`config.mk`:
```
export PLATFORM = sky130hd
export DESIGN_NAME = n24k16_burst_bist
export DESIGN_NICKNAME = d
export VERILOG_FILES = /design/src/rtl/n24k16_burst_bist.sv
export SDC_FILE = /design/constraint.sdc
export NUM_CORES = 1
export LEC_CHECK = 0
export ABC_CLOCK_PERIOD_IN_PS = 3000
export CAP_MARGIN = 10
export CORE_AREA = 3 3 93 95
export CTS_CLUSTER_SIZE = 16
export DETAILED_ROUTE_END_ITERATION = 10
export DIE_AREA = 0 0 96 98
export PLACE_DENSITY = 0.78
export RECOVER_POWER = 25
export SKIP_LAST_GASP = 1
export SLEW_MARGIN = 20
export SYNTH_ARGS = -nofsm -noshare
export SYNTH_HDL_FRONTEND = slang
export SYNTH_SLANG_ARGS = --single-unit
```
`constraint.sdc`:
```
create_clock -name clk -period 3 [get_ports clk]
set_input_delay 0.45 -clock clk [delete_from_list [all_inputs] [get_ports clk]]
set_output_delay 0.45 -clock clk [all_outputs]
set_load 0.01 [all_outputs]
```
`src/rtl/n24k16_burst_bist.sv`:
```
// n24k16_burst_bist: self-test controller for the (24,16) burst-error-correcting
// encoder/decoder pair. Each burst pattern of length BURST_L is XORed onto each window
// of the codeword. The decoded message is then compared with the original, and the
// result is a pass/fail summary.
// Optional feature: define BIST_MSG_LFSR_EN to step the message through a 16-bit LFSR
// after every window position.
module n24k16_burst_bist #(
    parameter int unsigned CW_W       = 24,
    parameter int unsigned MSG_W      = 16,
    parameter int unsigned BURST_L    = 3,
    parameter int unsigned FAIL_CNT_W = 8
) (
    input  logic                  clk,
    input  logic                  rst_n,
    input  logic                  start_i,
    input  logic                  abort_i,
    input  logic [MSG_W-1:0]      msg_seed_i,
    output logic [0:MSG_W-1]      enc_msg_o,
    input  logic [0:CW_W-1]       enc_cw_i,
    output logic [0:CW_W-1]       dec_cw_o,
    input  logic [0:MSG_W-1]      dec_msg_i,
    output logic                  busy_o,
    output logic                  done_o,
    output logic                  pass_o,
    output logic [FAIL_CNT_W-1:0] fail_cnt_o,
    output logic [4:0]            first_fail_pos_o,
    output logic [BURST_L-1:0]    first_fail_pat_o
);

    localparam int unsigned PosW = 5;
    localparam logic [PosW-1:0] PosLast = PosW'(CW_W - BURST_L);

    typedef enum logic [1:0] {StIdle, StApply, StCheck, StDone} state_e;

    state_e                  state_q, state_d;
    logic [0:MSG_W-1]        enc_msg_q, enc_msg_d;
    logic [0:CW_W-1]         dec_cw_q, dec_cw_d;
    logic [PosW-1:0]         pos_q, pos_d;
    logic [BURST_L-1:0]      pat_q, pat_d;
    logic [FAIL_CNT_W-1:0]   fail_cnt_q, fail_cnt_d;
    logic [PosW-1:0]         ff_pos_q, ff_pos_d;
    logic [BURST_L-1:0]      ff_pat_q, ff_pat_d;
    logic                    ff_seen_q, ff_seen_d;

    logic [0:CW_W-1]         mask;
    logic [MSG_W-1:0]        seed_eff;
    logic                    last_pat;
    logic                    last_vec;
    logic                    mismatch;

    // Pattern MSB lands on codeword index pos (index 0 is the codeword MSB).
    assign mask     = {pat_q, {(CW_W - BURST_L){1'b0}}} >> pos_q;
    assign last_pat = (pat_q == '1);
    assign last_vec = last_pat && (pos_q == PosLast);
    assign mismatch = (dec_msg_i != enc_msg_q);

`ifdef BIST_MSG_LFSR_EN
    logic [MSG_W-1:0] lfsr_cur;
    logic [MSG_W-1:0] lfsr_nxt;

    // Fibonacci LFSR, x^16+x^14+x^13+x^11+1; an all-zero seed would lock up.
    always_comb begin
        lfsr_cur = enc_msg_q;
        lfsr_nxt = {lfsr_cur[0] ^ lfsr_cur[2] ^ lfsr_cur[3] ^ lfsr_cur[5], lfsr_cur[MSG_W-1:1]};
        seed_eff = (msg_seed_i == '0) ? MSG_W'(16'hACE1) : msg_seed_i;
    end
`else
    assign seed_eff = msg_seed_i;
`endif

    // State register.
    always_ff @(posedge clk or negedge rst_n) begin
        if (!rst_n) begin
            state_q <= StIdle;
        end else begin
            state_q <= state_d;
        end
    end

    // Next-state logic; abort wins over everything, including start.
    always_comb begin
        state_d = state_q;
        if (abort_i) begin
            state_d = StIdle;
        end else begin
            case (state_q)
                StIdle:  if (start_i) state_d = StApply;
                StApply: state_d = StCheck;
                StCheck: state_d = last_vec ? StDone : StApply;
                StDone:  if (start_i) state_d = StApply;
                default: state_d = StIdle;
            endcase
        end
    end

    // Status outputs decoded from the state.
    always_comb begin
        busy_o = 1'b0;
        done_o = 1'b0;
        pass_o = 1'b0;
        case (state_q)
            StApply, StCheck: busy_o = 1'b1;
            StDone: begin
                done_o = 1'b1;
                pass_o = (fail_cnt_q == '0);
            end
            default: ;
        endcase
    end

    // Datapath next state: vector sequencing, corruption and result capture.
    always_comb begin
        enc_msg_d  = enc_msg_q;
        dec_cw_d   = dec_cw_q;
        pos_d      = pos_q;
        pat_d      = pat_q;
        fail_cnt_d = fail_cnt_q;
        ff_pos_d   = ff_pos_q;
        ff_pat_d   = ff_pat_q;
        ff_seen_d  = ff_seen_q;
        if (!abort_i) begin
            case (state_q)
                StIdle, StDone: begin
                    if (start_i) begin
                        enc_msg_d  = seed_eff;
                        pos_d      = '0;
                        pat_d      = '0;
                        fail_cnt_d = '0;
                        ff_pos_d   = '0;
                        ff_pat_d   = '0;
                        ff_seen_d  = 1'b0;
                    end
                end
                StApply: dec_cw_d = enc_cw_i ^ mask;
                StCheck: begin
                    if (mismatch) begin
                        if (fail_cnt_q != '1) fail_cnt_d = fail_cnt_q + FAIL_CNT_W'(1);
                        if (!ff_seen_q) begin
                            ff_pos_d  = pos_q;
                            ff_pat_d  = pat_q;
                            ff_seen_d = 1'b1;
                        end
                    end
                    if (last_pat) begin
                        pat_d = '0;
                        if (!last_vec) begin
                            pos_d = pos_q + PosW'(1);
`ifdef BIST_MSG_LFSR_EN
                            enc_msg_d = lfsr_nxt;
`endif
                        end
                    end else begin
                        pat_d = pat_q + BURST_L'(1);
                    end
                end
                default: ;
            endcase
        end
    end

    // Datapath registers.
    always_ff @(posedge clk or negedge rst_n) begin
        if (!rst_n) begin
            enc_msg_q  <= '0;
            dec_cw_q   <= '0;
            pos_q      <= '0;
            pat_q      <= '0;
            fail_cnt_q <= '0;
            ff_pos_q   <= '0;
            ff_pat_q   <= '0;
            ff_seen_q  <= 1'b0;
        end else begin
            enc_msg_q  <= enc_msg_d;
            dec_cw_q   <= dec_cw_d;
            pos_q      <= pos_d;
            pat_q      <= pat_d;
            fail_cnt_q <= fail_cnt_d;
            ff_pos_q   <= ff_pos_d;
            ff_pat_q   <= ff_pat_d;
            ff_seen_q  <= ff_seen_d;
        end
    end

    assign enc_msg_o        = enc_msg_q;
    assign dec_cw_o         = dec_cw_q;
    assign fail_cnt_o       = fail_cnt_q;
    assign first_fail_pos_o = ff_pos_q;
    assign first_fail_pat_o = ff_pat_q;

endmodule
```
; ---- Yosys cells after proc, flatten, opt, wreduce, memory -nomap -nowiden
; Index checks and enable logic that the tools add are counted.
[totals]
regBits = 67
inputBits = 60
elab_cells = 69
[classes]
add_sub_neg = 3
n_eq_ne = 14
n_shift = 1
n_mux = 27
n_bitwise = 2
reduce_logical = 13
[ops]
columns = op, count
row1 = two-way mux 5 bit, 5
row2 = two-way mux 8 bit, 3
row3 = >> shifter 24 x 5 -> 24 bit, 1
row4 = bitwise XOR 24 bit, 1
row5 = one-hot mux 5 bit (2 select lines), 2
row6 = != test 16 bit, 1
row7 = one-hot mux 8 bit (2 select lines), 1
row8 = AND reduction 5 bit, 3
row9 = two-way mux 3 bit, 4
row10 = one-hot mux 3 bit (2 select lines), 2
row11 = != test 2 bit (second input constant), 5
row12 = adder 8 x 1 -> 8 bit (second input constant), 1
row13 = logical NOT 8 bit, 1
row14 = != test 8 bit (second input constant), 1
row15 = two-way mux 2 bit, 3
row16 = one-hot mux 2 bit (3 select lines), 1
row17 = AND reduction 3 bit, 2
row18 = adder 5 x 1 -> 5 bit (second input constant), 1
row19 = == test 5 bit (second input constant), 1
row20 = two-way mux 1 bit, 5
row21 = == test 2 bit (second input constant), 2
row22 = AND reduction 4 bit, 1
row23 = OR reduction 2 bit, 2
row24 = adder 3 x 1 -> 3 bit (second input constant), 1
row25 = other kinds (10), 10

; ---- Longest topological paths before layout
; Gate-level depths: netlist (run 1).
[depth]
depth_word = 5
depth_mapped = 9
ltp_nobuf = 8

; ---- Least setup slack after synthesis (run 1)
; OpenSTA, ideal clock, no wires.
[synth_path]
path_type = register to register
start = register state_q[0]
end = register pos_q[0]
setup_ns = 0.125
arrival_time_ns = 1.996
required_ns = 2.875
path_slack_ns = 0.880
path_stages_with_launch = 8
n_path_buf = 1
period_less_slack_ns = 2.120
path_cell_list = dfrtp_1 inv_1 ha_1 nor2b_1 or3_1 clkbuf_1 a21oi_1 mux2_2
[synth_between]
elab_chain_cells = 4
elab_cells_between_ends = 10
[synth_lines]
columns = element, line
row1 = from (decl), 35  ; state_e state_q, state_d;
row2 = from (signal assigned), 74  ; state_q <= StIdle;
row3 = from (signal assigned), 76  ; state_q <= state_d;
row4 = == test 2 bit or logical NOT 2 bit (tied branches), 122  ; case (state_q)
row5 = OR reduction 2 bit (no line), --
row6 = != test 2 x 1 -> 1 bit (no line) or nonzero test 2 bit (tied branches), --
row7 = AND reduction 5 bit (no line), --
row8 = to (signal assigned), 175  ; pos_q <= pos_d;
row9 = to (decl), 38  ; logic [PosW-1:0] pos_q, pos_d;
; Parallel ways exist; a longest one is shown, timed or not.
; A chain may end at the register's enable or synchronous reset.

; ---- Worst setup path in the final report (run 1)
[layout_path]
start = register fail_cnt_q[4], in the netlist fail_cnt_o[4]
end = output port pass_o
[layout_between]
elab_chain_cells = 2
[layout_lines]
columns = element, line
row1 = from (decl), 40  ; logic [FAIL_CNT_W-1:0] fail_cnt_q, fail_cnt_d;
row2 = from (signal assigned), 177  ; fail_cnt_q <= fail_cnt_d;
row3 = logical NOT 8 bit, 105  ; pass_o = (fail_cnt_q == '0);
row4 = two-way mux 1 bit, 101  ; case (state_q)
row5 = to (decl), 24  ; output logic pass_o,
; Every way passes these cells.

==> out/results.txt, run 1 <==
largest family of logic cells by synthesized area -> simple AND/OR/NAND/NOR gates
worst setup margin -> 0.4410 ns
First DRT Iteration DRCs -> 101
Clock Pin Slew Worst Setup and Hold Paths -> 0.07 ns
first-pass GRT wire length -> 14630 µm
TritonCTS buffer count -> 9
Hold Fails Final Rpt -> 0
post-place setup slack -> 0.3257 ns
top routing layer used -> met4
area growth from synthesis to layout -> 41.19%
clock sink count -> 67
Post-synth EDFFs -> 0
Core Area -> 7807 µm²
worst path required time -> 2.55 ns
met2 routed WL -> 4388 µm
GP Congestion -> 0.8182
post-synthesis xor/xnor area fraction -> 10.36%
H-tree Lvls -> 3
crit end category -> primary output
critical-path cell list -> or4_1, nor4_1, clkdlybuf4s50_1
Hold Path Class -> flop to flop
wire length per cell -> 14.58 µm
static leakage -> 0.002112 µW
sequential share of the synthesized area -> 46.11%
Post-Synth Adder-Cell Area -> 3.441%
TritonRoute pass-1 iters -> 4
Resize count post-CTS -> 0
I/O Pins -> 119
ys async rst share -> 100.0%
CP Class -> flop to primary output
hold slack -> 0.4878 ns
Buf/Inv on CP -> 1
DP Wirelength -> 6712 µm
clock skew -> 0.01171 ns
WL met1 -> 3773 µm
Synthesized Nets -> 456
GRT Util Overall -> 19.41%
Post-layout nets -> 573
Final period util -> 85.30%
full die area -> 9408 µm²
utilization after layout -> 65.75%
Worst-Margin Slew -> 1.630 ns
final setup TNS -> 0 ns
Arr. time, crit path -> 2.11 ns
synthesis-stage register bit count -> 67
mux cell area share after synthesis -> 5.850%
PD cells -> 731.4 nW/µm²
Mean Syn Cell Area -> 9.420 µm²
Fmax -> 390.8 MHz
Netlist cell types -> 46
Rows -> 32
Mapped Area -> 3636 µm²
complex-gate fraction of the synthesized area -> 10.46%
GRT overflow -> 0
Setup Viol. Count Final -> 0
Final Max Tran Viols -> 68
cts hold-fix bufs -> 0
failing checks -> max-capacitance violations, max-slew violations
met3 WL -> 662 µm
residual DRC count -> 0
CP max stage cell -> clkdlybuf4s50_1
share of cells above drive strength 1 -> 8.661%
largest net degree at the start of global routing -> 68
simple-gate share of the synthesized area -> 20.23%
RSZ-0062 raised after global routing -> false
ys flop type -> dfrtp_1
Die H -> 98 µm
Post-CTS Setup Inserts -> 0
maximum capacitance violations -> 1
status -> finished, violations left
delay-heaviest family, CP -> simple AND/OR/NAND/NOR gates
clk root buf -> clkbuf_8
Max VDD drop -> 0.4545 mV
clock latency at the later pin of the worst-skew pair -> 0.34 ns
die span in x -> 96 µm
Ys Warns -> 0
initial antenna violation count -> 0
minimum clock period -> 2.559 ns
vias in the first global route -> 3147
port bufs -> 118
initial core utilization -> 46.57%
crit start category -> flop
Pwr Total -> 3755 µW
final wirelength -> 8892 µm
Ant. Diodes -> 0
synthesized netlist cell count -> 386
Bufs on Longest Clock Path -> 2
crit-path max FO -> 9
Rel. slew slack -> -8.662%
Worst R2R Setup Slack -> 0.66 ns
post-route antenna net violation count -> 0
Via Count -> 3177
critical path's largest stage delay -> 0.58 ns
vias per inst -> 5.208
TritonCTS clock tree -> done
==> worst reg2reg max path, delay by kind of cell, from the launching register on <==
kind            cells  cell delay [ns]
simple gates        4             0.87
flops               1             0.43
compound gates      1             0.37
fa+ha+maj           1             0.31
xor+xnor            1             0.19
buf+inv             1             0.06
==> cell usage in the layout (no fill, tap or decap), types with 3 or more instances in the layout <==
master	count
o21ai_0	31
nor4_1	4
nand3_1	21
nand2_1	69
nand4_1	9
a31oi_1	3
mux2_2	18
buf_4	5
o31a_1	3
nor2_1	23
a21oi_1	5
or3_1	7
inv_1	11
dfrtp_1	67
or4_1	3
clkbuf_8	11
xnor2_1	31
and2_1	3
ha_1	10
and3_1	5
xor2_1	12
clkdlybuf4s50_1	117
==> path summary, 6_finish.rpt <==
check | endpoint | cells after the start | from
worst min register to register | dec_cw_o[20]$_DFFE_PN0P_ | 2 | dec_cw_o[20]$_DFFE_PN0P_
max in group asynchronous | pat_q[2]$_DFFE_PN0P_ | 2 | rst_n
worst max-delay path | pass_o | 3 | fail_cnt_o[4]$_DFFE_PN0P_
min in group asynchronous | dec_cw_o[10]$_DFFE_PN0P_ | 2 | rst_n
worst max register to register | pos_q[4]$_DFFE_PN0P_ | 8 | state_q[0]$_DFFE_PN0P_
worst min-delay path | dec_cw_o[20]$_DFFE_PN0P_ | 2 | dec_cw_o[20]$_DFFE_PN0P_
==> state kept, by name, indices dropped and copies added (netlist names) <==
name,flops
state_q,2
first_fail_pat_o,3
ff_seen_q,1
pat_q,3
pos_q,5
fail_cnt_o,8
first_fail_pos_o,5
dec_cw_o,24
enc_msg_o,16
==> layout make-up <==
class	count	area (µm²)
multi-input combinational	289	1831
clock buffer	11	151.4
clock inverter	5	83.83
tap	102	127.6
inverter	12	45.04
fill	642	2674
sequential	67	1677
timing repair buffer	124	1219
==> cells by family (layout without fill, tap and decap cells) <==
kind of cell	count (synthesis)	in the layout
fa+ha+maj	10	10
simple gates	156	156
compound gates	61	61
flops	67	67
buf+inv	30	152
mux	19	19
xor+xnor	43	43
==> report_power, final <==
part	internal (µW)	total [µW]	switching [µW]
combinational	837	1420	586
clock	516	877	361
sequential	1200	1450	259
total	2550	3750	1210
==> stage by stage <==
step,cell area (µm²),instances
2_1_floorplan,3636,386
3_3_place_gp,4901,594
3_5_place_dp,4901,594
4_1_cts,5136,610
5_1_grt,5134,610
6_report,5134,610
==> synth_stat cells (9+ instances only) <==
cell type / count / area (µm²)
nand2_1: 69 / 259.0
xnor2_1: 31 / 271.5
xor2_1: 12 / 105.1
nor2_1: 23 / 86.33
nand4_1: 9 / 56.30
clkbuf_1: 14 / 52.55
o21ai_0: 31 / 155.2
ha_1: 10 / 125.1
mux2_2: 18 / 202.7
dfrtp_1: 67 / 1677
inv_1: 11 / 41.29
nand3_1: 21 / 105.1
==> per-layer routing <==
layer | vias to the layer above | track usage, %
li1 | 1562 | -
met1 | 1496 | 25.15
met2 | 110 | 31.76
met3 | 9 | 5.239
met4 | 0 | 5.252
met5 | - | 0
Note: power is estimated with default switching activity, not from simulation.
==> run 2, diff against run 1 <==
--- a/config.mk
+++ b/config.mk
@@ -12,7 +12,6 @@
 export DETAILED_ROUTE_END_ITERATION = 10
 export DIE_AREA = 0 0 96 98
 export PLACE_DENSITY = 0.78
-export RECOVER_POWER = 25
 export SKIP_LAST_GASP = 1
 export SLEW_MARGIN = 20
 export SYNTH_ARGS = -nofsm -noshare
==> run 2 against run 1 <==
The flow now finishes without violations. Via count is the same. Wire length about the same. Die area unchanged. Worst hold slack worse by 0.19 ns. Register-to-register slack barely moved. Sequential power about the same. Highest routed layer unchanged.
==> out/results.txt, run 2 (synthesis results as in run 1) <==
status -> complete, no violations
H-tree Lvls -> 3 (unchanged)
met3 Use GR -> 5.239% (unchanged)
full die area -> 9408 µm² (unchanged)
I/O Pins -> 119 (unchanged)
Worst R2R Setup Slack -> 0.66 ns (about the same)
First DRT Iteration DRCs -> 101 (unchanged)
Final Max Tran Viols -> 0 (-100%)
final wirelength -> 8893 µm (about the same)
PD cells -> 731.1 nW/µm² (about the same)
most frequent cells in the layout -> clkdlybuf4s50_1 (117), nand2_1 (69), dfrtp_1 (67)
TritonCTS buffer count -> 9 (unchanged)
wire length per cell -> 14.58 µm (about the same)
max reg flops -> 24 (unchanged)
Hold Fails Final Rpt -> 0 (unchanged)
initial core utilization -> 46.57% (unchanged)
hold slack -> 0.2942 ns (-0.1935 ns)
worst path required time -> 2.55 ns (about the same)
Post-layout nets -> 573 (unchanged)
Resize count post-CTS -> 0 (unchanged)
share of cells above drive strength 1 -> 8.661% (unchanged)
GP Congestion -> 0.8182 (unchanged)
Rel. slew slack -> 44.91% (+54 points)
reg2reg end -> pos_q[4]$_DFFE_PN0P_
static leakage -> 0.002112 µW (about the same)
GRT Util Overall -> 19.41% (unchanged)
post-route antenna net violation count -> 0 (unchanged)
GRT overflow -> 0 (unchanged)
r2r worst-path depth -> 8 (unchanged)
vias per inst -> 5.208 (unchanged)
port bufs -> 118 (unchanged)
clock sink count -> 67 (unchanged)
vias in the first global route -> 3147 (unchanged)
clk root buf -> clkbuf_8
TritonRoute pass-1 iters -> 4 (unchanged)
Reg-to-Reg Start -> state_q[0]$_DFFE_PN0P_
CP Class -> flop to primary output
final setup TNS -> 0 ns (unchanged)
initial antenna violation count -> 0 (unchanged)
Setup Viol. Count Final -> 0 (unchanged)
maximum capacitance violations -> 0 (-1)
Clock Pin Slew Worst Setup and Hold Paths -> 0.08 ns (about the same)
commonest non-fill, non-tap cell in the layout -> clkdlybuf4s50_1
TritonCTS clock tree -> done
clock latency at the later pin of the worst-skew pair -> 0.34 ns (about the same)
crit end category -> primary output
Die H -> 98 µm (unchanged)
busiest grt layer -> met2
clock skew -> 0.01171 ns (unchanged)
GR Layer Usage met1 -> 25.15% (unchanged)
minimum clock period -> 2.559 ns (unchanged)
Worst-Margin Slew -> 0.8263 ns (-0.8036 ns)
DP Wirelength -> 6712 µm (unchanged)
die span in x -> 96 µm (unchanged)
Ant. Diodes -> 0 (unchanged)
first-pass GRT wire length -> 14630 µm (unchanged)
Core Area -> 7807 µm² (unchanged)
GR Util met2 -> 31.76% (unchanged)
largest net degree at the start of global routing -> 68 (unchanged)
Bufs on Longest Clock Path -> 2 (unchanged)
cts hold-fix bufs -> 0 (unchanged)
area growth from synthesis to layout -> 41.26% (about the same)
Hold Path Class -> input port to asynchronous set/reset pin
Rows -> 32 (unchanged)
Via Count -> 3177 (unchanged)
Arr. time, crit path -> 2.11 ns (about the same)
Max VDD drop -> 0.4545 mV (unchanged)
crit-path max FO -> 9 (unchanged)
utilization after layout -> 65.79% (about the same)
crit start category -> flop
Fmax -> 390.8 MHz (unchanged)
residual DRC count -> 0 (unchanged)
Post-CTS Setup Inserts -> 0 (unchanged)
Final period util -> 85.30% (unchanged)
RSZ-0062 raised after global routing -> false
run 2: stage by stage:
step                total power, µW  area [µm²]  worst slack (ns)  std cells
global route                   4004        5136            0.3276        610
detailed placement             2914        4901            0.3257        594
floorplan                      2094        3636            0.8796        386
global placement               2861        4901            0.3758        594
CTS                            3799        5136            0.4324        610
finish                         3755        5136            0.4410        610
run 2: worst max path at each step:
stage                                            to                      start  cells past startpoint  slack [ns]
floorplan                      pos_q[0]$_DFFE_PN0P_     state_q[0]$_DFFE_PN0P_                      7        0.88
global placement    first_fail_pos_o[4]$_DFFE_PN0P_              dec_msg_i[15]                      8        0.38
detailed placement  first_fail_pat_o[0]$_DFFE_PN0P_               dec_msg_i[3]                      8        0.33
CTS                                          pass_o  fail_cnt_o[4]$_DFFE_PN0P_                      3        0.43
global route                                 pass_o  fail_cnt_o[4]$_DFFE_PN0P_                      3        0.33
finish                                       pass_o  fail_cnt_o[4]$_DFFE_PN0P_                      3        0.44
run 2: final cells by class:
type	instances	area [µm²]
clock buffer	11	151.4
clock inverter	5	83.83
fill	641	2671
inverter	12	45.04
multi-input combinational	289	1831
sequential	67	1677
tap	102	127.6
timing repair buffer	124	1221
run 2: worst max-delay path: stages, from the launching register on:
cell             delay, ns
dfrtp_1               0.48
or4_1                 0.52
nor4_1                0.19
clkdlybuf4s50_1       0.58
run 2: power breakdown:
group / switching, µW / internal, µW / leakage, µW
sequential: 259 / 1200 / 0.000859
combinational: 586 / 837 / 0.00114
clock: 361 / 516 / 0.000112
run 2: metal layers:
| metal | vias to the layer above | wire length [µm] |
|---|---|---|
| li1 | 1562 | - |
| met1 | 1496 | 3774 |
| met2 | 110 | 4388 |
| met3 | 9 | 662 |
| met4 | 0 | 68 |
| met5 | - | 0 |
